==> config.mk <==
export PLATFORM = sky130hd
export DESIGN_NAME = button_conditioner
export DESIGN_NICKNAME = d
export VERILOG_FILES = /design/src/rtl/button_pkg.sv /design/src/rtl/sync_2ff.sv /design/src/rtl/button_conditioner.sv
export SDC_FILE = /design/constraint.sdc
export NUM_CORES = 1
export LEC_CHECK = 0
export CAP_MARGIN = 25
export CORE_MARGIN = 4
export CORE_UTILIZATION = 58
export CTS_CLUSTER_SIZE = 40
export DETAILED_ROUTE_END_ITERATION = 10
export GPL_ROUTABILITY_DRIVEN = 1
export PLACE_DENSITY = 0.81
export SLEW_MARGIN = 10
export SYNTH_ARGS = -nofsm -noshare
export SYNTH_HDL_FRONTEND = slang
export SYNTH_SLANG_ARGS = --single-unit
export TNS_END_PERCENT = 50
==> constraint.sdc <==
create_clock -name clk -period 3.4 [get_ports clk]
set_input_delay 0.34 -clock clk [delete_from_list [all_inputs] [get_ports clk]]
set_output_delay 0.34 -clock clk [all_outputs]
set_load 0.005 [all_outputs]
==> src/rtl/button_pkg.sv <==
// Shared constants for the push-button front-end and reaction_game timing:
// debounce FSM state encoding, system clock rate and a ms-to-cycles helper.
package button_pkg;

   typedef enum logic [1:0] {
      UP        = 2'd0,
      PEND_DOWN = 2'd1,
      DOWN      = 2'd2,
      PEND_UP   = 2'd3
   } state_t;

   localparam int unsigned CLK_HZ = 12000000;

   function automatic int unsigned ms_to_cycles(input int unsigned ms);
      return (CLK_HZ / 1000) * ms;
   endfunction

endpackage

==> src/rtl/sync_2ff.sv <==
// Two-flop synchroniser for a single asynchronous input; clears to 0 on
// asynchronous active-low reset.
module sync_2ff (
   input  logic clk,
   input  logic rst_n,
   input  logic d,
   output logic q
);

   logic meta;

   always_ff @(posedge clk or negedge rst_n) begin
      if (!rst_n) begin
         meta <= 1'b0;
         q    <= 1'b0;
      end else begin
         meta <= d;
         q    <= meta;
      end
   end

endmodule

==> src/rtl/button_conditioner.sv <==
// Push-button synchroniser, debouncer and press/release strobe generator.
// Optional hold detection is built when BUTTON_CONDITIONER_LONG_PRESS_EN is defined.
module button_conditioner
   import button_pkg::*;
#(
   parameter int unsigned DEBOUNCE_CYCLES = ms_to_cycles(10),
   parameter bit          ACTIVE_LOW      = 1'b0,
   parameter int unsigned LONG_CYCLES     = ms_to_cycles(1000)
) (
   input  logic clk,
   input  logic rst_n,
   input  logic button,
   output logic btn_level,
   output logic press_pulse,
   output logic release_pulse,
   output logic long_press
);

   localparam int CNT_W = $clog2(DEBOUNCE_CYCLES + 1);
   localparam logic [CNT_W-1:0] CNT_ONE  = CNT_W'(1);
   localparam logic [CNT_W-1:0] CNT_LAST = CNT_W'(DEBOUNCE_CYCLES - 1);
   localparam logic [CNT_W-1:0] CNT_MAX  = CNT_W'(DEBOUNCE_CYCLES);

   state_t           state, next_state;
   logic [CNT_W-1:0] cnt, cnt_next;
   logic             pin_pressed, level_sync;
   logic             press_d, release_d;

   // Polarity is normalised before synchronising so reset 0 means "not pressed".
   assign pin_pressed = button ^ ACTIVE_LOW;

   sync_2ff u_sync (
      .clk   (clk),
      .rst_n (rst_n),
      .d     (pin_pressed),
      .q     (level_sync)
   );

   always_ff @(posedge clk or negedge rst_n) begin
      if (!rst_n) begin
         state         <= UP;
         cnt           <= '0;
         press_pulse   <= 1'b0;
         release_pulse <= 1'b0;
      end else begin
         state         <= next_state;
         cnt           <= cnt_next;
         press_pulse   <= press_d;
         release_pulse <= release_d;
      end
   end

   always_comb begin
      next_state = state;
      cnt_next   = cnt;
      case (state)
         UP: begin
            if (level_sync) begin
               next_state = PEND_DOWN;
               cnt_next   = CNT_ONE;
            end else begin
               cnt_next   = '0;
            end
         end
         PEND_DOWN: begin
            if (!level_sync) begin
               next_state = UP;
               cnt_next   = '0;
            end else if (cnt == CNT_LAST) begin
               next_state = DOWN;
               cnt_next   = '0;
            end else if (cnt != CNT_MAX) begin
               cnt_next   = cnt + CNT_ONE;
            end
         end
         DOWN: begin
            if (!level_sync) begin
               next_state = PEND_UP;
               cnt_next   = CNT_ONE;
            end else begin
               cnt_next   = '0;
            end
         end
         PEND_UP: begin
            if (level_sync) begin
               next_state = DOWN;
               cnt_next   = '0;
            end else if (cnt == CNT_LAST) begin
               next_state = UP;
               cnt_next   = '0;
            end else if (cnt != CNT_MAX) begin
               cnt_next   = cnt + CNT_ONE;
            end
         end
         default: begin
            next_state = UP;
            cnt_next   = '0;
         end
      endcase
   end

   // Strobes fire on the accepting transition and are registered above.
   always_comb begin
      btn_level = (state == DOWN) || (state == PEND_UP);
      press_d   = (state == PEND_DOWN) && (next_state == DOWN);
      release_d = (state == PEND_UP) && (next_state == UP);
   end

`ifdef BUTTON_CONDITIONER_LONG_PRESS_EN
   localparam int HOLD_W = $clog2(LONG_CYCLES + 1);
   localparam logic [HOLD_W-1:0] HOLD_ONE = HOLD_W'(1);
   localparam logic [HOLD_W-1:0] HOLD_MAX = HOLD_W'(LONG_CYCLES);

   logic [HOLD_W-1:0] hold_cnt;

   // A bounce back from PEND_UP keeps counting; only a fresh press restarts it.
   always_ff @(posedge clk or negedge rst_n) begin
      if (!rst_n) begin
         hold_cnt   <= '0;
         long_press <= 1'b0;
      end else begin
         if (press_d)
            hold_cnt <= '0;
         else if (btn_level && (hold_cnt != HOLD_MAX))
            hold_cnt <= hold_cnt + HOLD_ONE;

         if (next_state == UP)
            long_press <= 1'b0;
         else if (btn_level && (hold_cnt >= HOLD_MAX - HOLD_ONE))
            long_press <= 1'b1;
      end
   end
`else
   assign long_press = 1'b0;
`endif

endmodule

## Word-level counts from Yosys, hierarchy flattened

Cells that the tools add are included.

- RAM bits: 0
- Input bits: 3
- Bits in latches: 0
- Register bits after elaboration: 23
- Memories kept: 0
- Memory bits (read-only): 0
- Output and inout bits: 4

- Bitwise logic cells: 0
- Div/mod/pow operators: 0
- Muxes and demuxes: 14
- $lt $le $gt $ge: 0
- Eq/ne operators: 6
- Shifts and indexed selects: 0
- Multipliers: 0
- Reduce and logical (&&, ||, !) cells: 5
- $add $sub $neg: 1

Operators with widths:

| kind | number |
|---|---|
| $mux W17 | 4 |
| $pmux W17 S4 | 1 |
| $add A17 B1 Y17 const B | 1 |
| $eq A17 B17 Y1 const B | 1 |
| $ne A17 B17 Y1 const B | 1 |
| $mux W2 | 6 |
| $pmux W2 S4 | 1 |
| $eq A2 B2 Y1 const B | 3 |
| $logic_not A2 Y1 | 2 |
| $eq A2 B1 Y1 const B | 1 |
| $logic_and A1 B1 Y1 | 2 |
| $mux W1 | 2 |
| $logic_or A1 B1 Y1 | 1 |

## Depth between registers and ports, before layout

Gate-level depths: netlist of the first run.

- Depth after elaboration: 6
- Gate-level depth with buffers: 6
- Gate-level depth less buffers: 5

## By module

From an unflattened synthesis of the first run, not the netlist that was laid out.

- Cells, all modules: 116
- Area, all modules: 1194.9 µm²

Modules (own cells, without submodules):

| module | cells each | seq. area each (µm²) | times used | area an instance (µm²) |
|---|---|---|---|---|
| button_conditioner | 114 | 525.5 | 1 | 1144.8 |
| sync_2ff | 2 | 50.0 | 1 | 50.0 |

## Worst setup path before layout of the first run

OpenSTA, ideal clock, no wires.

- Kind: register to register
- From: reg cnt[8]
- To: reg state[1]
- Cell stages (with the launch flop): 5
- Path buffers: 0
- Setup time: 125 ps
- Period minus slack after synthesis: 1999 ps
- Slack: 1401 ps
- Data arrival time: 1874 ps
- Cells stage by stage: dfrtp_1 -> or3b_1 -> or4_1 -> or4_4 -> mux2_4

- Word-level cells in the longest chain between the ends: 4
- Elaborated cells on any way between the ends: 6
- Those cells by class: eq/ne: 1; mux: 5

Ends and longest elaborated chain:

| item | line | text |
|---|---|---|
| start: declaration | button_conditioner.sv:25 | `logic [CNT_W-1:0] cnt, cnt_next;` |
| start signal: assignment | button_conditioner.sv:47 | `cnt <= cnt_next;` |
| $eq A17 B17 Y1 (*) | button_conditioner.sv:69, button_conditioner.sv:88 |  |
| $mux W2, on equally long branches | button_conditioner.sv:88, button_conditioner.sv:69 |  |
| $mux W2, on equally long branches | button_conditioner.sv:85, button_conditioner.sv:66 |  |
| $pmux W2 S4 (*) | button_conditioner.sv:56 | `case (state)` |
| net next_state[1] | button_conditioner.sv:24 | `state_t state, next_state;` |
| end signal: assignment | button_conditioner.sv:46 | `state <= next_state;` |
| end: declaration | button_conditioner.sv:24 |  |

The timed path passes the listed nets; every way through them passes the cells marked *.

## Final worst setup path of the first run

- From: reg cnt[2]
- To: reg state[1]

Same word-level chain as after synthesis.

==> results of run 1 <==
-- worst min-delay path by stage --
stage,endpoint,startpoint,cells past startpoint
2_1_floorplan,cnt[0]$_DFF_PN0_,rst_n,0
6_report,cnt[7]$_DFF_PN0_,rst_n,1
5_1_grt,state[0]$_DFF_PN0_,rst_n,1
3_3_place_gp,u_sync.q$_DFF_PN0_,u_sync.meta$_DFF_PN0_,0
4_1_cts,u_sync.q$_DFF_PN0_,u_sync.meta$_DFF_PN0_,0
3_5_place_dp,u_sync.q$_DFF_PN0_,u_sync.meta$_DFF_PN0_,0
-- registers in the layout, summed over array words and instances, names as in the netlist --
name           flops
cnt               17
state              2
press_pulse        1
release_pulse      1
u_sync.meta        1
u_sync.q           1
-- synthesized netlist by cell type --
cell type	count	area share [%]
sky130_fd_sc_hd__a21oi_1	8	3.4
sky130_fd_sc_hd__mux2_4	1	1.3
sky130_fd_sc_hd__and4b_1	1	0.85
sky130_fd_sc_hd__o21ai_0	6	2.6
sky130_fd_sc_hd__or3_1	5	2.7
sky130_fd_sc_hd__o311ai_2	1	1.4
sky130_fd_sc_hd__buf_4	1	0.64
sky130_fd_sc_hd__dfrtp_1	23	49
sky130_fd_sc_hd__or3b_1	1	0.75
sky130_fd_sc_hd__conb_1	1	0.32
sky130_fd_sc_hd__nand4_1	5	2.7
sky130_fd_sc_hd__o31ai_1	2	1.3
sky130_fd_sc_hd__buf_2	2	0.85
sky130_fd_sc_hd__and3_1	2	1.1
sky130_fd_sc_hd__or4_4	1	0.96
sky130_fd_sc_hd__clkbuf_1	2	0.64
sky130_fd_sc_hd__nor3b_1	2	1.3
sky130_fd_sc_hd__nor2b_1	1	0.53
sky130_fd_sc_hd__nor3_1	1	0.43
sky130_fd_sc_hd__inv_1	5	1.6
sky130_fd_sc_hd__or2b_2	1	0.75
sky130_fd_sc_hd__and2_1	2	1.1
sky130_fd_sc_hd__and3_2	1	0.64
sky130_fd_sc_hd__nand2_1	4	1.3
sky130_fd_sc_hd__or4_1	3	1.9
sky130_fd_sc_hd__nor4_1	2	1.1
sky130_fd_sc_hd__ha_1	2	2.1
sky130_fd_sc_hd__xor2_1	9	6.7
sky130_fd_sc_hd__nand2b_1	1	0.53
sky130_fd_sc_hd__o211a_1	1	0.85
sky130_fd_sc_hd__nand3_1	8	3.4
sky130_fd_sc_hd__nor2_1	8	2.6
sky130_fd_sc_hd__and4_1	1	0.75
sky130_fd_sc_hd__o41ai_1	1	0.75
sky130_fd_sc_hd__nor4b_2	1	1.3
-- stage by stage --
step | std cells | cell area [um^2]
floorplan | 116 | 1170
global placement | 143 | 1230
detailed placement | 143 | 1230
CTS | 147 | 1260
global route | 149 | 1280
finish | 149 | 1280
-- cells by family (layout without fill, tap and decap cells) --
kind of cell	Yosys count	after routing	synth area share, %
other	1	1	0.320
buffers and inverters	10	16	3.74
and+or+nand+nor	51	51	26.5
muxes	1	1	1.28
xor gates and xnor gates	9	9	6.72
AOI/OAI and AO/OA	19	19	10.2
adders and majority gates	2	2	2.13
DFF	23	23	49.1
-- layout make-up --
cell class | instances | area, um^2
fillers | 158 | 661
flip-flops and latches | 23 | 576
multi-input cells | 83 | 553
repair buffers | 7 | 72.6
well taps | 27 | 33.8
clock buffers | 3 | 22.5
inverters | 5 | 18.8
clock inverters | 1 | 5.00
-- worst register-to-register path, stage by stage, from the launching register on --
cell,delay (ns)
sky130_fd_sc_hd__dfrtp_1,0.45
sky130_fd_sc_hd__and3_1,0.30
sky130_fd_sc_hd__nand3_1,0.32
sky130_fd_sc_hd__or4_4,0.63
sky130_fd_sc_hd__mux2_4,0.31
-- layer usage --
metal  vias to the layer above  GRT usage (%)  wire (um)
li1                        429              -          -
met1                       434           20.2        925
met2                        23           30.4       1010
met3                         5           2.54        110
met4                         0           7.66         38
met5                         -              0          0
-- layout by cell type, fill, tap and decap left out, types with 3 or more instances in the layout --
master and instances:
sky130_fd_sc_hd__a21oi_1 8, sky130_fd_sc_hd__clkbuf_4 3, sky130_fd_sc_hd__clkdlybuf4s50_1 5, sky130_fd_sc_hd__dfrtp_1 23
sky130_fd_sc_hd__inv_1 5, sky130_fd_sc_hd__nand2_1 4, sky130_fd_sc_hd__nand3_1 8, sky130_fd_sc_hd__nand4_1 5
sky130_fd_sc_hd__nor2_1 8, sky130_fd_sc_hd__o21ai_0 6, sky130_fd_sc_hd__or3_1 5, sky130_fd_sc_hd__or4_1 3
sky130_fd_sc_hd__xor2_1 9
-- power groups by stage --
stage | Clock [uW] | Combinational (uW) | Sequential [uW]
floorplan | 0 | 10.9 | 285
global placement | 0 | 18.8 | 285
global route | 138 | 25.5 | 281
detailed placement | 0 | 19.6 | 285
finish | 124 | 22.0 | 280
CTS | 126 | 19.6 | 280
==> impl_results.html, run 1 <==
<table>
<tr><th>Metric</th><th>Value</th></tr>
<tr><th colspan="2">Outcome</th></tr>
<tr><td>Outcome</td><td>finished, final reports clean</td></tr>
<tr><th colspan="2">Synthesis</th></tr>
<tr><td>Number of distinct library cells after synthesis</td><td>35</td></tr>
<tr><td>Synthesized flop and latch total</td><td>23</td></tr>
<tr><td>Combined area of all synthesized cells</td><td>about 1200 um^2</td></tr>
<tr><td>Synthesized netlist net count</td><td>roughly 120</td></tr>
<tr><td>Per-instance average area after synthesis</td><td>10.1 um^2</td></tr>
<tr><td>Total number of yosys warnings</td><td>0</td></tr>
<tr><td>Gate count of the mapped netlist</td><td>about 120</td></tr>
<tr><td>Sequential element share of the synthesized area</td><td>about half</td></tr>
<tr><th colspan="2">Power</th></tr>
<tr><td>Sequential fraction of design power</td><td>65.8%</td></tr>
<tr><td>Max rail drop VDD</td><td>approximately 280 uV</td></tr>
<tr><td>Internal power contribution</td><td>329 uW</td></tr>
<tr><td>Total leakage power</td><td>0.000526 uW</td></tr>
<tr><td>Total power</td><td>426 uW</td></tr>
<tr><td>Part of the power in the clock network</td><td>between 20% and 30%</td></tr>
<tr><td>Pwr/cell area</td><td>332 nW/um^2</td></tr>
<tr><td>Proportion of total power due to net switching</td><td>between 20% and 30%</td></tr>
<tr><td>Switching component of the power</td><td>approximately 96 uW</td></tr>
<tr><td>Part of the power in combinational logic</td><td>roughly 5.2%</td></tr>
<tr><th colspan="2">GRT</th></tr>
<tr><td>Total routing usage reported by global routing</td><td>17.1%</td></tr>
<tr><td>Total overflow reported by the global router</td><td>0</td></tr>
<tr><td>Pin count of the biggest net entering global routing</td><td>24</td></tr>
<tr><td>Via count of the first global-routing pass</td><td>between 800 and 900</td></tr>
<tr><td>Initial antenna violation count</td><td>0</td></tr>
<tr><td>First-pass GRT wire length</td><td>between 3000 and 4000 um</td></tr>
<tr><th colspan="2">Floorplan</th></tr>
<tr><td>Rows</td><td>16</td></tr>
<tr><td>Floorplan die height</td><td>~53 um</td></tr>
<tr><td>Starting Density</td><td>just over 60%</td></tr>
<tr><td>Die area</td><td>2800 um^2</td></tr>
<tr><td>Core area</td><td>a little under 2000 um^2</td></tr>
<tr><td>Horiz. Die Dim</td><td>~53 um</td></tr>
<tr><td>I/O pins</td><td>7</td></tr>
<tr><th colspan="2">Finish</th></tr>
<tr><td>Share of layout cells above drive strength 1</td><td>under 10%</td></tr>
<tr><td>Synth-to-Final Area Change</td><td>9.29%</td></tr>
<tr><td>Number of diodes</td><td>0</td></tr>
<tr><td>Final cell utilization of the core</td><td>66.0%</td></tr>
<tr><td>Count of nets after finishing</td><td>~130</td></tr>
<tr><th colspan="2">Setup path</th></tr>
<tr><td>Crit path buffers/inverters</td><td>0</td></tr>
<tr><td>Critical Path Stages</td><td>4</td></tr>
<tr><td>Largest delay contributor family on the critical path</td><td>simple AND/OR/NAND/NOR gates</td></tr>
<tr><td>Required arrival time at the worst endpoint</td><td>~3.6 ns</td></tr>
<tr><td>Crit path largest cell delay</td><td>0.63 ns</td></tr>
<tr><td>Critical Path Sink Type</td><td>register</td></tr>
<tr><td>Setup CP Type</td><td>reg2reg</td></tr>
<tr><td>Cell depth of the worst flop-to-flop path</td><td>4</td></tr>
<tr><td>Cell at the slowest stage of the critical path</td><td>sky130_fd_sc_hd__or4_4</td></tr>
<tr><td>Critical path endpoint</td><td>state[1]$_DFF_PN0_</td></tr>
<tr><td>Signal arrival time at the worst endpoint</td><td>2.31 ns</td></tr>
<tr><td>Crit-path cells</td><td>and3_1 &gt; nand3_1 &gt; or4_4 &gt; mux2_4</td></tr>
<tr><td>Startpoint type of the worst setup path</td><td>register</td></tr>
<tr><td>Crit Path Max Fanout</td><td>10</td></tr>
<tr><td>Launch point of the worst reg-to-reg path</td><td>cnt[2]$_DFF_PN0_</td></tr>
<tr><td>Flop-to-flop setup slack</td><td>~1.3 ns</td></tr>
<tr><td>CP Launch Point</td><td>cnt[2]$_DFF_PN0_</td></tr>
<tr><td>End of the worst register-to-register path</td><td>state[1]$_DFF_PN0_</td></tr>
<tr><th colspan="2">Timing</th></tr>
<tr><td>Fmax</td><td>about 480 MHz</td></tr>
<tr><td>Setup repair after global routing missed its margin</td><td>no</td></tr>
<tr><td>Slew Limit Fails</td><td>0</td></tr>
<tr><td>Aggregate negative setup slack</td><td>0 ns</td></tr>
<tr><td>Final count of negative-setup-slack endpoints</td><td>0</td></tr>
<tr><td>Share of the cycle needed by the critical path after routing</td><td>around 62%</td></tr>
<tr><td>Worst-Margin Slew</td><td>0.509 ns</td></tr>
<tr><td>Shortest period the worst path allows</td><td>around 2.1 ns</td></tr>
<tr><td>Tightest hold margin</td><td>~0.35 ns</td></tr>
<tr><td>Worst slew slack as a fraction of its limit</td><td>65.9%</td></tr>
<tr><td>Final Hold Violating Endpoints</td><td>0</td></tr>
<tr><td>Setup skew after layout</td><td>0.00331 ns</td></tr>
<tr><td>Fin worst setup slack</td><td>about 1.3 ns</td></tr>
<tr><th colspan="2">Route</th></tr>
<tr><td>Via-to-Cell Ratio</td><td>between 5 and 6</td></tr>
<tr><td>Starting DRC count in detailed routing</td><td>19</td></tr>
<tr><td>Number of antenna-violating nets in the routed design</td><td>0</td></tr>
<tr><td>Post-Route WL</td><td>around 2100 um</td></tr>
<tr><td>DR vias</td><td>between 800 and 900</td></tr>
<tr><td>Post-detailed-route wirelength per cell</td><td>approximately 14 um</td></tr>
<tr><td>Detailed-routing iteration count for the pre-antenna-repair pass</td><td>4</td></tr>
<tr><td>Remaining DRCs</td><td>0</td></tr>
<tr><th colspan="2">Clock tree</th></tr>
<tr><td>Buffer levels on the longest clock path</td><td>2</td></tr>
<tr><td>Clock transition time at the flip-flop clock pins of the worst setup and hold paths</td><td>roughly 0.12 ns</td></tr>
<tr><td>Clk root buf</td><td>sky130_fd_sc_hd__clkbuf_4</td></tr>
<tr><td>Hold bufs inserted after CTS</td><td>0</td></tr>
<tr><td>Gates resized, CTS repair</td><td>0</td></tr>
<tr><td>Clock tree from TritonCTS</td><td>yes</td></tr>
<tr><td>Clock latency at the later pin of the worst-skew pair</td><td>slightly above 0.3 ns</td></tr>
<tr><td>Clock sink count</td><td>23</td></tr>
<tr><td>Number of clock buffers inserted by TritonCTS</td><td>3</td></tr>
<tr><td>Level count of the clock H-tree</td><td>1</td></tr>
<tr><td>Setup Fix Bufs, Post-CTS</td><td>0</td></tr>
<tr><th colspan="2">Placement</th></tr>
<tr><td>Post-DP HPWL</td><td>between 1000 and 1500 um</td></tr>
<tr><td>Dpl ws</td><td>1.09 ns</td></tr>
<tr><td>Buffers on Ports</td><td>5</td></tr>
<tr><td>Global placer's final weighted congestion</td><td>about 0.85</td></tr>
<tr><th colspan="2">Flow run</th></tr>
<tr><td>Max Cap Violations</td><td>0</td></tr>
<tr><th colspan="2">Hold path</th></tr>
<tr><td>Hold/Removal Path Class</td><td>in2async</td></tr>
</table>
No activity file was read; power rests on OpenSTA's default activity.
==> inputs of run 2 (changes only) <==
Settings changed: CORE_UTILIZATION 58 to 57, PLACE_DENSITY 0.81 to 0.8.
Clock period 3.4 ns to 2.1 ns, I/O delays scaled along.
==> impl_results.html, run 2 (same netlist as run 1, synthesis figures left out) <==
<table>
<tr><th>Metric</th><th>Value</th></tr>
<tr><th colspan="2">Timing</th></tr>
<tr><td>Setup skew after layout</td><td>0.00131 ns (-0.00201 ns)</td></tr>
<tr><td>Setup repair after global routing missed its margin</td><td>no</td></tr>
<tr><td>Final Hold Violating Endpoints</td><td>0 (unchanged)</td></tr>
<tr><td>Tightest hold margin</td><td>0.250 ns (-0.105 ns)</td></tr>
<tr><td>Share of the cycle needed by the critical path after routing</td><td>95.7% (+34 points)</td></tr>
<tr><td>Final count of negative-setup-slack endpoints</td><td>0 (unchanged)</td></tr>
<tr><td>Shortest period the worst path allows</td><td>2.01 ns (-0.0920 ns)</td></tr>
<tr><td>Fmax</td><td>498 MHz (+4.6%)</td></tr>
<tr><td>Slew Limit Fails</td><td>0 (unchanged)</td></tr>
<tr><td>Fin worst setup slack</td><td>0.0904 ns (-1.21 ns)</td></tr>
<tr><td>Aggregate negative setup slack</td><td>0 ns (unchanged)</td></tr>
<tr><th colspan="2">Route</th></tr>
<tr><td>Post-detailed-route wirelength per cell</td><td>14.3 um (+1.9%)</td></tr>
<tr><td>Post-Route WL</td><td>2200 um (+5.3%)</td></tr>
<tr><td>Via-to-Cell Ratio</td><td>5.79 (-3.2%)</td></tr>
<tr><td>Detailed-routing iteration count for the pre-antenna-repair pass</td><td>4 (unchanged)</td></tr>
<tr><td>Remaining DRCs</td><td>0 (unchanged)</td></tr>
<tr><td>Number of antenna-violating nets in the routed design</td><td>0 (unchanged)</td></tr>
<tr><td>Starting DRC count in detailed routing</td><td>21 (+2)</td></tr>
<tr><td>DR vias</td><td>891 (unchanged)</td></tr>
<tr><th colspan="2">Finish</th></tr>
<tr><td>Number of diodes</td><td>0 (unchanged)</td></tr>
<tr><td>Largest reg by FF count</td><td>cnt</td></tr>
<tr><td>Number of flip-flops in the largest register</td><td>17 (unchanged)</td></tr>
<tr><td>Largest registers ranked by flip-flop count</td><td>cnt x17, state x2</td></tr>
<tr><td>Count of nets after finishing</td><td>133 (+3.9%)</td></tr>
<tr><td>Synth-to-Final Area Change</td><td>11.7%</td></tr>
<tr><td>Share of layout cells above drive strength 1</td><td>12.6% (+2.8 points)</td></tr>
<tr><td>Most frequent standard cell in the layout excluding fill and tap cells</td><td>sky130_fd_sc_hd__dfrtp_1</td></tr>
<tr><td>Design Area, Final</td><td>1310 um^2 (+2.2%)</td></tr>
<tr><td>Commonest non-fill, non-tap cells in the layout</td><td>sky130_fd_sc_hd__dfrtp_1, sky130_fd_sc_hd__xor2_1, sky130_fd_sc_hd__nand3_1, sky130_fd_sc_hd__a21oi_1, sky130_fd_sc_hd__nor2_1</td></tr>
<tr><th colspan="2">Floorplan</th></tr>
<tr><td>Core area</td><td>1960 um^2 (+1.0%)</td></tr>
<tr><td>Horiz. Die Dim</td><td>53.4 um (+0.74%)</td></tr>
<tr><td>Die area</td><td>2850 um^2 (+1.5%)</td></tr>
<tr><td>Rows</td><td>16 (unchanged)</td></tr>
<tr><td>I/O pins</td><td>7 (unchanged)</td></tr>
<tr><td>Floorplan die height</td><td>53.4 um (+0.74%)</td></tr>
<tr><td>Starting Density</td><td>59.8% (-0.62 points)</td></tr>
<tr><th colspan="2">Clock tree</th></tr>
<tr><td>Gates resized, CTS repair</td><td>0 (unchanged)</td></tr>
<tr><td>Setup Fix Bufs, Post-CTS</td><td>0 (unchanged)</td></tr>
<tr><td>Clock sink count</td><td>23 (unchanged)</td></tr>
<tr><td>Level count of the clock H-tree</td><td>1 (unchanged)</td></tr>
<tr><td>Number of clock buffers inserted by TritonCTS</td><td>3 (unchanged)</td></tr>
<tr><td>Clock transition time at the flip-flop clock pins of the worst setup and hold paths</td><td>0.11 ns (about the same)</td></tr>
<tr><td>Clock latency at the later pin of the worst-skew pair</td><td>0.29 ns (-0.02 ns)</td></tr>
<tr><td>Hold bufs inserted after CTS</td><td>0 (unchanged)</td></tr>
<tr><td>Clock tree from TritonCTS</td><td>yes</td></tr>
<tr><td>Buffer levels on the longest clock path</td><td>2 (unchanged)</td></tr>
<tr><td>Clk root buf</td><td>sky130_fd_sc_hd__clkbuf_4</td></tr>
<tr><th colspan="2">Power</th></tr>
<tr><td>Switching component of the power</td><td>145 uW (+51%)</td></tr>
<tr><td>Max rail drop VDD</td><td>357 uV (+26%)</td></tr>
<tr><td>Sequential fraction of design power</td><td>66.6% (+0.8 points)</td></tr>
<tr><td>Internal power contribution</td><td>536 uW (+63%)</td></tr>
<tr><td>Total leakage power</td><td>0.000546 uW (+3.7%)</td></tr>
<tr><td>Part of the power in combinational logic</td><td>5.2% (about the same)</td></tr>
<tr><td>Proportion of total power due to net switching</td><td>21.3% (-1.3 points)</td></tr>
<tr><td>Part of the power in the clock network</td><td>28.2% (-0.9 points)</td></tr>
<tr><td>Pwr/cell area</td><td>520 nW/um^2 (+56%)</td></tr>
<tr><th colspan="2">Placement</th></tr>
<tr><td>Global placer's final weighted congestion</td><td>0.822 (-3.5%)</td></tr>
<tr><td>Buffers on Ports</td><td>5 (unchanged)</td></tr>
<tr><td>Area after DPL</td><td>1280 um^2 (+4.3%)</td></tr>
<tr><td>Post-DP HPWL</td><td>1610 um (+8.8%)</td></tr>
<tr><td>Dpl ws</td><td>0.0974 ns (-0.996 ns)</td></tr>
<tr><th colspan="2">Outcome</th></tr>
<tr><td>Outcome</td><td>finished, final reports clean</td></tr>
<tr><th colspan="2">Setup path</th></tr>
<tr><td>Flop-to-flop setup slack</td><td>0.09 ns (-1.21 ns)</td></tr>
<tr><td>Setup CP Type</td><td>reg2reg</td></tr>
<tr><td>Signal arrival time at the worst endpoint</td><td>2.20 ns (-0.11 ns)</td></tr>
<tr><td>Crit Path Max Fanout</td><td>3 (-7)</td></tr>
<tr><td>Startpoint type of the worst setup path</td><td>register</td></tr>
<tr><td>Critical Path Sink Type</td><td>register</td></tr>
<tr><td>Required arrival time at the worst endpoint</td><td>2.29 ns (-1.32 ns)</td></tr>
<tr><th colspan="2">Hold path</th></tr>
<tr><td>Hold/Removal Path Class</td><td>in2async</td></tr>
<tr><th colspan="2">Flow run</th></tr>
<tr><td>Max Cap Violations</td><td>0 (unchanged)</td></tr>
<tr><th colspan="2">GRT</th></tr>
<tr><td>Pin count of the biggest net entering global routing</td><td>24 (unchanged)</td></tr>
<tr><td>First-pass GRT wire length</td><td>3810 um (+8.9%)</td></tr>
<tr><td>Total overflow reported by the global router</td><td>0 (unchanged)</td></tr>
<tr><td>Total routing usage reported by global routing</td><td>18.5% (+1.4 points)</td></tr>
<tr><td>Via count of the first global-routing pass</td><td>889 (+7.4%)</td></tr>
<tr><td>Initial antenna violation count</td><td>0 (unchanged)</td></tr>
</table>
## run 2: routing by layer
layer / part of all wire, % / vias to the layer above / global-route usage, %
met2: 52 / 17 / 32.7
li1: - / 441 / -
met4: 0.45 / 0 / 7.66
met1: 44 / 431 / 22.2
met3: 3.7 / 2 / 2.54
met5: 0 / - / 0
## run 2: final timing paths
path	cells after the start	startpoint	endpoint
max	4	cnt[8]$_DFF_PN0_	state[1]$_DFF_PN0_
min	2	rst_n	cnt[13]$_DFF_PN0_
max reg2reg	4	cnt[8]$_DFF_PN0_	state[1]$_DFF_PN0_
min reg2reg	0	u_sync.meta$_DFF_PN0_	u_sync.q$_DFF_PN0_
max in group asynchronous	2	rst_n	cnt[1]$_DFF_PN0_
min in group clk	1	button	u_sync.meta$_DFF_PN0_
## run 2: area by class of cell
type	count	area, um^2
multi-input combinational	83	553
tap	27	33.8
inverter	5	18.8
fill	182	652
clock buffer	4	26.3
sequential	23	576
timing repair buffer	12	103
## run 2: worst max-delay path: stages, from the launching register on
cell and delay [ns]:
sky130_fd_sc_hd__dfrtp_1 0.40, sky130_fd_sc_hd__or3b_1 0.35, sky130_fd_sc_hd__or4_1 0.40, sky130_fd_sc_hd__or4_4 0.45
sky130_fd_sc_hd__mux2_4 0.31
## run 2: power by group through the flow
stage	Combinational (uW)	Clock (uW)	Sequential (uW)
finish	35.4	192	453
global placement	35.1	0	461
detailed placement	35.7	0	462
floorplan	17.6	0	461
global route	40.0	220	454
CTS	36.1	204	453
## run 2: through the flow
step                      power (uW)  util, %  std cells
final                            681     66.8        154
after global routing             714     66.8        154
after CTS                        694     66.8        154
after detailed placement         498     65.4        150
after global placement           496     65.4        150
after floorplan                  478        -        116
==> inputs of run 3 (changes only) <==
Clock period 2.1 ns to 1.9 ns, I/O delays scaled along.
==> impl_results.html, run 3 (same netlist as run 1, synthesis figures left out) <==
<table>
<tr><th>Metric</th><th>Value</th></tr>
<tr><th colspan="2">Outcome</th></tr>
<tr><td>Outcome</td><td>finished with violations</td></tr>
<tr><td>Violations in the final reports</td><td>negative setup slack</td></tr>
<tr><th colspan="2">Route</th></tr>
<tr><td>Starting DRC count in detailed routing</td><td>20 (-4.8%)</td></tr>
<tr><td>Detailed-routing iteration count for the pre-antenna-repair pass</td><td>4 (unchanged)</td></tr>
<tr><td>Number of antenna-violating nets in the routed design</td><td>0 (unchanged)</td></tr>
<tr><td>Post-detailed-route wirelength per cell</td><td>15.6 um (+9.1%)</td></tr>
<tr><td>Post-Route WL</td><td>2540 um (+15%)</td></tr>
<tr><td>Via-to-Cell Ratio</td><td>5.94 (+2.7%)</td></tr>
<tr><td>DR vias</td><td>969 (+8.8%)</td></tr>
<tr><td>Remaining DRCs</td><td>0 (unchanged)</td></tr>
<tr><th colspan="2">Floorplan</th></tr>
<tr><td>Floorplan die height</td><td>53.4 um (unchanged)</td></tr>
<tr><td>Core area</td><td>1960 um^2 (unchanged)</td></tr>
<tr><td>I/O pins</td><td>7 (unchanged)</td></tr>
<tr><td>Rows</td><td>16 (unchanged)</td></tr>
<tr><td>Starting Density</td><td>59.8% (unchanged)</td></tr>
<tr><td>Die area</td><td>2850 um^2 (unchanged)</td></tr>
<tr><td>Horiz. Die Dim</td><td>53.4 um (unchanged)</td></tr>
<tr><th colspan="2">Clock tree</th></tr>
<tr><td>Setup Fix Bufs, Post-CTS</td><td>0 (unchanged)</td></tr>
<tr><td>Buffer levels on the longest clock path</td><td>2 (unchanged)</td></tr>
<tr><td>Clk root buf</td><td>sky130_fd_sc_hd__clkbuf_4</td></tr>
<tr><td>Level count of the clock H-tree</td><td>1 (unchanged)</td></tr>
<tr><td>Clock tree from TritonCTS</td><td>yes</td></tr>
<tr><td>Clock latency at the later pin of the worst-skew pair</td><td>0.31 ns (+0.02 ns)</td></tr>
<tr><td>Hold bufs inserted after CTS</td><td>0 (unchanged)</td></tr>
<tr><td>Clock transition time at the flip-flop clock pins of the worst setup and hold paths</td><td>0.12 ns (about the same)</td></tr>
<tr><td>Number of clock buffers inserted by TritonCTS</td><td>3 (unchanged)</td></tr>
<tr><td>Clock sink count</td><td>23 (unchanged)</td></tr>
<tr><th colspan="2">Finish</th></tr>
<tr><td>Number of cells in the finished layout apart from fillers</td><td>163 (+5.8%)</td></tr>
<tr><td>Count of nets after finishing</td><td>142 (+6.8%)</td></tr>
<tr><td>Commonest non-fill, non-tap cells in the layout</td><td>sky130_fd_sc_hd__dfrtp_1, sky130_fd_sc_hd__buf_4, sky130_fd_sc_hd__xor2_1, sky130_fd_sc_hd__a21oi_1, sky130_fd_sc_hd__nor2_1</td></tr>
<tr><td>Share of layout cells above drive strength 1</td><td>21.3% (+8.7 points)</td></tr>
<tr><td>Final cell utilization of the core</td><td>71.6% (+4.8 points)</td></tr>
<tr><td>Largest reg by FF count</td><td>cnt</td></tr>
<tr><td>Number of diodes</td><td>0 (unchanged)</td></tr>
<tr><td>Most frequent standard cell in the layout excluding fill and tap cells</td><td>sky130_fd_sc_hd__dfrtp_1</td></tr>
<tr><td>Largest registers ranked by flip-flop count</td><td>cnt x17, state x2</td></tr>
<tr><td>Number of flip-flops in the largest register</td><td>17 (unchanged)</td></tr>
<tr><td>Synth-to-Final Area Change</td><td>19.7%</td></tr>
<tr><td>Design Area, Final</td><td>1400 um^2 (+7.2%)</td></tr>
<tr><th colspan="2">Timing</th></tr>
<tr><td>Slew Limit Fails</td><td>0 (unchanged)</td></tr>
<tr><td>Final Hold Violating Endpoints</td><td>0 (unchanged)</td></tr>
<tr><td>Fmax</td><td>494 MHz (-0.67%)</td></tr>
<tr><td>Setup skew after layout</td><td>0.00788 ns (+0.00658 ns)</td></tr>
<tr><td>Share of the cycle needed by the critical path after routing</td><td>106% (+11 points)</td></tr>
<tr><td>Fin worst setup slack</td><td>-0.123 ns (-0.214 ns)</td></tr>
<tr><td>Final count of negative-setup-slack endpoints</td><td>3 (+3)</td></tr>
<tr><td>Setup repair after global routing missed its margin</td><td>yes</td></tr>
<tr><td>Shortest period the worst path allows</td><td>2.02 ns (+0.0136 ns)</td></tr>
<tr><th colspan="2">GRT</th></tr>
<tr><td>Via count of the first global-routing pass</td><td>961 (+8.1%)</td></tr>
<tr><td>First-pass GRT wire length</td><td>4350 um (+14%)</td></tr>
<tr><td>Total routing usage reported by global routing</td><td>21.3% (+2.8 points)</td></tr>
<tr><td>Total overflow reported by the global router</td><td>0 (unchanged)</td></tr>
<tr><td>Initial antenna violation count</td><td>0 (unchanged)</td></tr>
<tr><td>Pin count of the biggest net entering global routing</td><td>24 (unchanged)</td></tr>
<tr><th colspan="2">Power</th></tr>
<tr><td>Pwr/cell area</td><td>544 nW/um^2 (+4.6%)</td></tr>
<tr><td>Max rail drop VDD</td><td>550 uV (+54%)</td></tr>
<tr><td>Total leakage power</td><td>0.000610 uW (+12%)</td></tr>
<tr><th colspan="2">Placement</th></tr>
<tr><td>Area after DPL</td><td>1350 um^2 (+5.3%)</td></tr>
<tr><td>Global placer's final weighted congestion</td><td>0.811 (-1.3%)</td></tr>
<tr><td>Buffers on Ports</td><td>5 (unchanged)</td></tr>
<tr><td>Number of cells after detailed placement</td><td>159 (+6.0%)</td></tr>
<tr><td>Post-DP HPWL</td><td>1810 um (+12%)</td></tr>
<tr><th colspan="2">Setup path</th></tr>
<tr><td>Cell depth of the worst flop-to-flop path</td><td>5 (+1)</td></tr>
<tr><td>Setup CP Type</td><td>reg2reg</td></tr>
<tr><td>Critical Path Sink Type</td><td>register</td></tr>
<tr><td>Required arrival time at the worst endpoint</td><td>2.12 ns (-0.17 ns)</td></tr>
<tr><td>Crit Path Max Fanout</td><td>2 (-1)</td></tr>
<tr><td>Startpoint type of the worst setup path</td><td>register</td></tr>
<tr><td>Signal arrival time at the worst endpoint</td><td>2.25 ns (+0.05 ns)</td></tr>
<tr><th colspan="2">Hold path</th></tr>
<tr><td>Hold/Removal Path Class</td><td>in2async</td></tr>
<tr><th colspan="2">Flow run</th></tr>
<tr><td>Max Cap Violations</td><td>0 (unchanged)</td></tr>
</table>
-- run 3: cell count changes in the layout (fill, tap and decap cells not counted), sizes merged --
cell,delta
clkbuf,-1
buf,+9
clkinv,+1
-- run 3: layer usage --
layer  wire length (um)  track usage (%)  up-vias
li1                   -                -      457
met1               1090             25.6      484
met2               1320             38.6       24
met3                102             5.07        4
met4                 20             3.40        0
met5                  0                0        -
-- run 3: layout make-up --
| cell class | count | area, um^2 |
|---|---|---|
| clock inverters | 1 | 5.00 |
| fillers | 164 | 558 |
| inverters | 5 | 18.8 |
| multi-input cells | 83 | 574 |
| clock buffers | 3 | 22.5 |
| repair buffers | 21 | 174 |
| well taps | 27 | 33.8 |
| flip-flops and latches | 23 | 576 |
-- run 3: worst max-delay path: stages (launching register included) --
cell and delay, ns:
sky130_fd_sc_hd__dfrtp_1 0.40, sky130_fd_sc_hd__or3b_1 0.37, sky130_fd_sc_hd__or4_1 0.39, sky130_fd_sc_hd__or4_4 0.44
sky130_fd_sc_hd__buf_6 0.14, sky130_fd_sc_hd__nor3b_4 0.21
-- run 3: final timing paths --
path / start / endpoint / slack (ns)
setup / recovery: cnt[8]$_DFF_PN0_ / release_pulse$_DFF_PN0_ / -0.12
hold / removal: rst_n / cnt[12]$_DFF_PN0_ / 0.21
setup reg to reg: cnt[8]$_DFF_PN0_ / release_pulse$_DFF_PN0_ / -0.12
hold reg to reg: u_sync.meta$_DFF_PN0_ / u_sync.q$_DFF_PN0_ / 0.37
max in group asynchronous: rst_n / cnt[13]$_DFF_PN0_ / 1.45
min in group clk: button / u_sync.meta$_DFF_PN0_ / 0.31
-- run 3: power breakdown --
group / switching [uW] / leakage (uW) / internal (uW)
Clock: 143 / 0.0000177 / 78.6
Combinational: 24.9 / 0.000280 / 16.0
Sequential: 5.92 / 0.000312 / 495
Total: 173 / 0.000610 / 590
-- run 3: metrics by stage --
stage | total power (uW) | setup TNS [ns] | setup slack (ns) | hold slack (ns)
2_1_floorplan | 529 | -0.0994 | -0.0994 | -0.106
3_3_place_gp | 549 | -0.116 | -0.0541 | 0.335
3_5_place_dp | 552 | -0.209 | -0.0790 | 0.337
4_1_cts | 775 | -0.258 | -0.101 | 0.216
5_1_grt | 805 | -0.454 | -0.186 | 0.211
6_report | 763 | -0.265 | -0.123 | 0.213
-- run 3: timing repair --
action / in CTS / in global routing
resized for setup: 2 / 3
pin swaps: 0 / 2
endpoints found under the setup margin: 3 / 18
==> RTL change 1 (flow settings as in run 3) <==
Encoding of `state_t`: now one-hot (4 bits for 4 states).
--- a/src/rtl/button_pkg.sv
+++ b/src/rtl/button_pkg.sv
@@ -4,7 +4,7 @@
 
-   typedef enum logic [1:0] {
-      UP        = 2'd0,
-      PEND_DOWN = 2'd1,
-      DOWN      = 2'd2,
-      PEND_UP   = 2'd3
+   typedef enum logic [3:0] {
+      UP        = 4'b0001,
+      PEND_DOWN = 4'b0010,
+      DOWN      = 4'b0100,
+      PEND_UP   = 4'b1000
    } state_t;
Check against the original RTL: same outputs for any inputs over 10 cycles, from zero or initial values and one cycle with rst_n low; not proved beyond that.
==> RTL change 1 against run 3 <==
- sequential cell count increased by 2
- power is 15% higher
- critical path depth decreased by 2
- clock skew decreased by 0.0019 ns
- final area up 14%
- final cell count rose by 18%
- routed wire length up 22%
- combinational power grew 66%
- global-route usage fell by 0.55 points
- sequential share of layout area down 1.8 points
- area after synthesis increased by 24%
- worst setup slack gained 0.19 ns
- clock power grew 11%
- non-clock buffer count shrank 4
- critical endpoint is now btn_level
- largest cell class is now multi-input gates
==> RTL change 1: results <==
{
  "slowest_delay_ns": 0.52,
  "ir_worst_vdd_uv": 417,
  "clk_pin_slew_ns": 0.14,
  "reg_top3": "cnt (17), state (4)",
  "grt_usage": 0.208,
  "pre_cts_ws_ns": 0.0853,
  "hpwl_um": 2240,
  "crit_family": "buffers and inverters",
  "post_cts_resized": 0,
  "viasPerCell": 6.09,
  "grt_max_degree": 26,
  "synth_common_cells": "24 x dfrtp_1, 11 x nor2_1, 9 x o21ai_0",
  "drive_gt1_frac": 0.172,
  "leakage_nw": 0.624,
  "skew_ns": 0.00600,
  "status": "finished, final reports clean",
  "cts_max_level": 1,
  "clk_latency_ns": 0.33,
  "reg2regPathDepth": 4,
  "grt_pass1_wl_um": 5440,
  "async_flop_share": 1.00,
  "critPathMaxFanout": 7,
  "arrival_ns": 1.64,
  "drt-total-wl_um": 3080,
  "syn_area_per_cell_sq_um": 9.62,
  "post_synth_num_cell_types": 43,
  "placedInstanceArea_sq_um": 1560,
  "drc": 0,
  "synthesis.nets": 156,
  "first_iter_violations": 89,
  "ys_top_cells_by_area": "dfrtp_1 41%, xor2_1 4.8%, nand4_1 3.4%",
  "p_sw_mw": 0.229,
  "first_global_vias": 1198,
  "fin_nets": 169,
  "ys_seq_area_frac": 0.432,
  "final_cells": 193,
  "gp_congestion": 0.966,
  "cp_slowest_cell": "clkdlybuf4s50_1"
}
[RTL change 1: cell count changes in the layout (fill, tap and decap cells not counted), moves of 3 or more]
cell      delta
nand2b_1     +5
nand2_1      +4
buf_4        -3
nand4_1      +3
nor2_1       +3
nor2b_1      +3
o21ai_0      +3
[RTL change 1: cell type report]
type                       instances  area [sq um]
multi-input combinational        114           761
tap                               30          37.5
sequential                        25           629
clock inverter                     1          5.00
inverter                           3          11.3
fill                             211           848
clock buffer                       3          22.5
timing repair buffer              17           140
[RTL change 1: power groups by stage]
stage,Clock (mW),Sequential [mW],Combinational [mW]
after floorplan,0,0.561,0.0623
after global placement,0,0.576,0.0640
after detailed placement,0,0.577,0.0673
after CTS,0.252,0.567,0.0676
after global routing,0.281,0.571,0.0770
final,0.245,0.568,0.0679
[RTL change 1: final timing paths]
kind / start / endpoint / slack (ns)
max in group asynchronous: rst_n / state[0] / 1.39
worst max-delay path: state[2] / btn_level / 0.07
worst min register to register: u_sync.meta / u_sync.q / 0.37
worst min-delay path: rst_n / state[3] / 0.21
worst max register to register: state[1] / cnt[14] / 0.15
min in group clk: button / u_sync.meta / 0.29
[RTL change 1: metal layers]
| layer | track usage | vias up | routed length, um | part of all wire |
|---|---|---|---|---|
| li1 | - | 564 | - | - |
| met1 | 0.268 | 579 | 1380 | 0.45 |
| met2 | 0.324 | 23 | 1500 | 0.49 |
| met3 | 0.0285 | 10 | 95 | 0.031 |
| met4 | 0.139 | 0 | 104 | 0.034 |
| met5 | 0 | - | 0 | 0 |
[RTL change 1: kinds of logic (layout without fill, tap and decap cells)]
kind of cell,count (synthesis),count (layout),share of synthesized area
compound gates,29,29,0.134
other cells,1,1,0.00258
fa+ha+maj,2,2,0.0172
buf+inv,12,24,0.0534
xor+xnor,9,9,0.0543
flops,25,25,0.432
simple gates,73,73,0.307
==> RTL change 2 (flow settings as in run 3) <==
Without the edit above. Set the parameter `ACTIVE_LOW` to 1'b1 (it was 1'b0).
--- a/src/rtl/button_conditioner.sv
+++ b/src/rtl/button_conditioner.sv
@@ -6,3 +6,3 @@
    parameter int unsigned DEBOUNCE_CYCLES = ms_to_cycles(10),
-   parameter bit          ACTIVE_LOW      = 1'b0,
+   parameter bit          ACTIVE_LOW      = 1'b1,
    parameter int unsigned LONG_CYCLES     = ms_to_cycles(1000)
Function: no difference found for any inputs over 10 cycles, from zero or initial values and one cycle with rst_n low; that may be too few to reach the edited logic, so the function may still have changed.
==> RTL change 2 against run 3 <==
- area after synthesis is 0.53% higher
- die area up 0.45%
- power increased by 1.1%
- worst setup slack better by 0.22 ns
- worst hold slack gained 0.0035 ns
- sequential cell count is the same
- final area shrank 4.2%
- global-route usage down 0.81 points
- clock skew decreased by 0.0056 ns
- via count fell by 8.9%
- core utilization shrank 3.0 points
- critical endpoint is now state[1]
- routed wire length is 6.0% lower
==> RTL change 2: results <==
{
  "critPathMaxFanout": 4,
  "hpwl_um": 1650,
  "gp_congestion": 0.846,
  "crit_path_end": "state[1]",
  "syn_area_per_cell_sq_um": 10.1,
  "clk_latency_ns": 0.31,
  "pre_cts_ws_ns": 0.0650,
  "first_iter_violations": 11,
  "cp-startpoint": "cnt[1]",
  "synthesis.nets": 122,
  "leakage_nw": 0.538,
  "first_global_vias": 903,
  "fillers": 163,
  "skew_ns": 0.00226,
  "drive_gt1_frac": 0.141,
  "ir_worst_vdd_uv": 541,
  "synth_fa_ha_area_frac": 0.0212,
  "vias": 883,
  "status": "finished, final reports clean",
  "arrival_ns": 2.02,
  "wl_per_cell_um": 15.4,
  "post_cts_resized": 0,
  "cts_max_level": 1,
  "yosys-mux-area-fraction": 0.0127,
  "min_period_ns": 1.80,
  "synth_common_cells": "23 x dfrtp_1, 11 x nor2_1, 7 x a21oi_1",
  "fin_nets": 134,
  "synth-xor-area-share": 0.0743,
  "switching_share": 0.226,
  "ys_seq_area_frac": 0.488,
  "viasPerCell": 5.70,
  "ys_top_cells_by_area": "dfrtp_1 49%, xor2_1 4.5%, nor2_1 3.5%",
  "worst-r2r-setup-slack_ns": 0.1,
  "synth-compound-area-share": 0.0934,
  "grt_usage": 0.205,
  "post_synth_num_cell_types": 33,
  "dp.cells": 149,
  "r2r_end": "state[1]",
  "grt_pass1_wl_um": 4120,
  "placedInstanceArea_sq_um": 1270
}
RTL change 2: worst min path at each step:
stage                           start       end  slack, ns  cells after the start
after CTS                       rst_n   cnt[14]       0.22                      2
after detailed placement  u_sync.meta  u_sync.q       0.34                      0
final                           rst_n   cnt[14]       0.22                      2
after global placement    u_sync.meta  u_sync.q       0.33                      0
after floorplan                 rst_n    cnt[0]      -0.11                      0
after global routing            rst_n   cnt[15]       0.23                      2
RTL change 2: area by class of cell:
class,count,area [sq um],area share
inverter,6,22.5,0.0167
tap,27,33.8,0.0251
timing repair buffer,12,106,0.0791
multi-input combinational,83,581,0.432
sequential,23,576,0.428
clock buffer,4,26.3,0.0195
RTL change 2: power groups by stage:
stage / clock network [mW] / logic (mW) / registers, mW
2_1_floorplan: 0 / 0.0185 / 0.510
3_3_place_gp: 0 / 0.0393 / 0.509
3_5_place_dp: 0 / 0.0409 / 0.510
4_1_cts: 0.229 / 0.0409 / 0.500
5_1_grt: 0.252 / 0.0543 / 0.502
6_report: 0.223 / 0.0486 / 0.501
RTL change 2: kinds of logic after synthesis:
kind of cell,after synthesis
XOR/XNOR,10
other,1
AO/OA/AOI/OAI,17
buffers and inverters,11
AND/OR/NAND/NOR,52
adder cells (fa/ha/maj),2
flip-flops,23
multiplexers,1
RTL change 2: worst max-delay path: stages (launching register included):
cell	delay (ns)
dfrtp_1	0.39
ha_2	0.21
and3_4	0.20
nand3_2	0.08
or4_4	0.51
mux2_4	0.31
RTL change 2: layer usage:
layer | share of wire | vias to the layer above | track usage
li1 | - | 436 | -
met1 | 0.44 | 430 | 0.259
met2 | 0.50 | 10 | 0.322
met3 | 0.023 | 7 | 0.0338
met4 | 0.028 | 0 | 0.128
met5 | 0 | - | 0
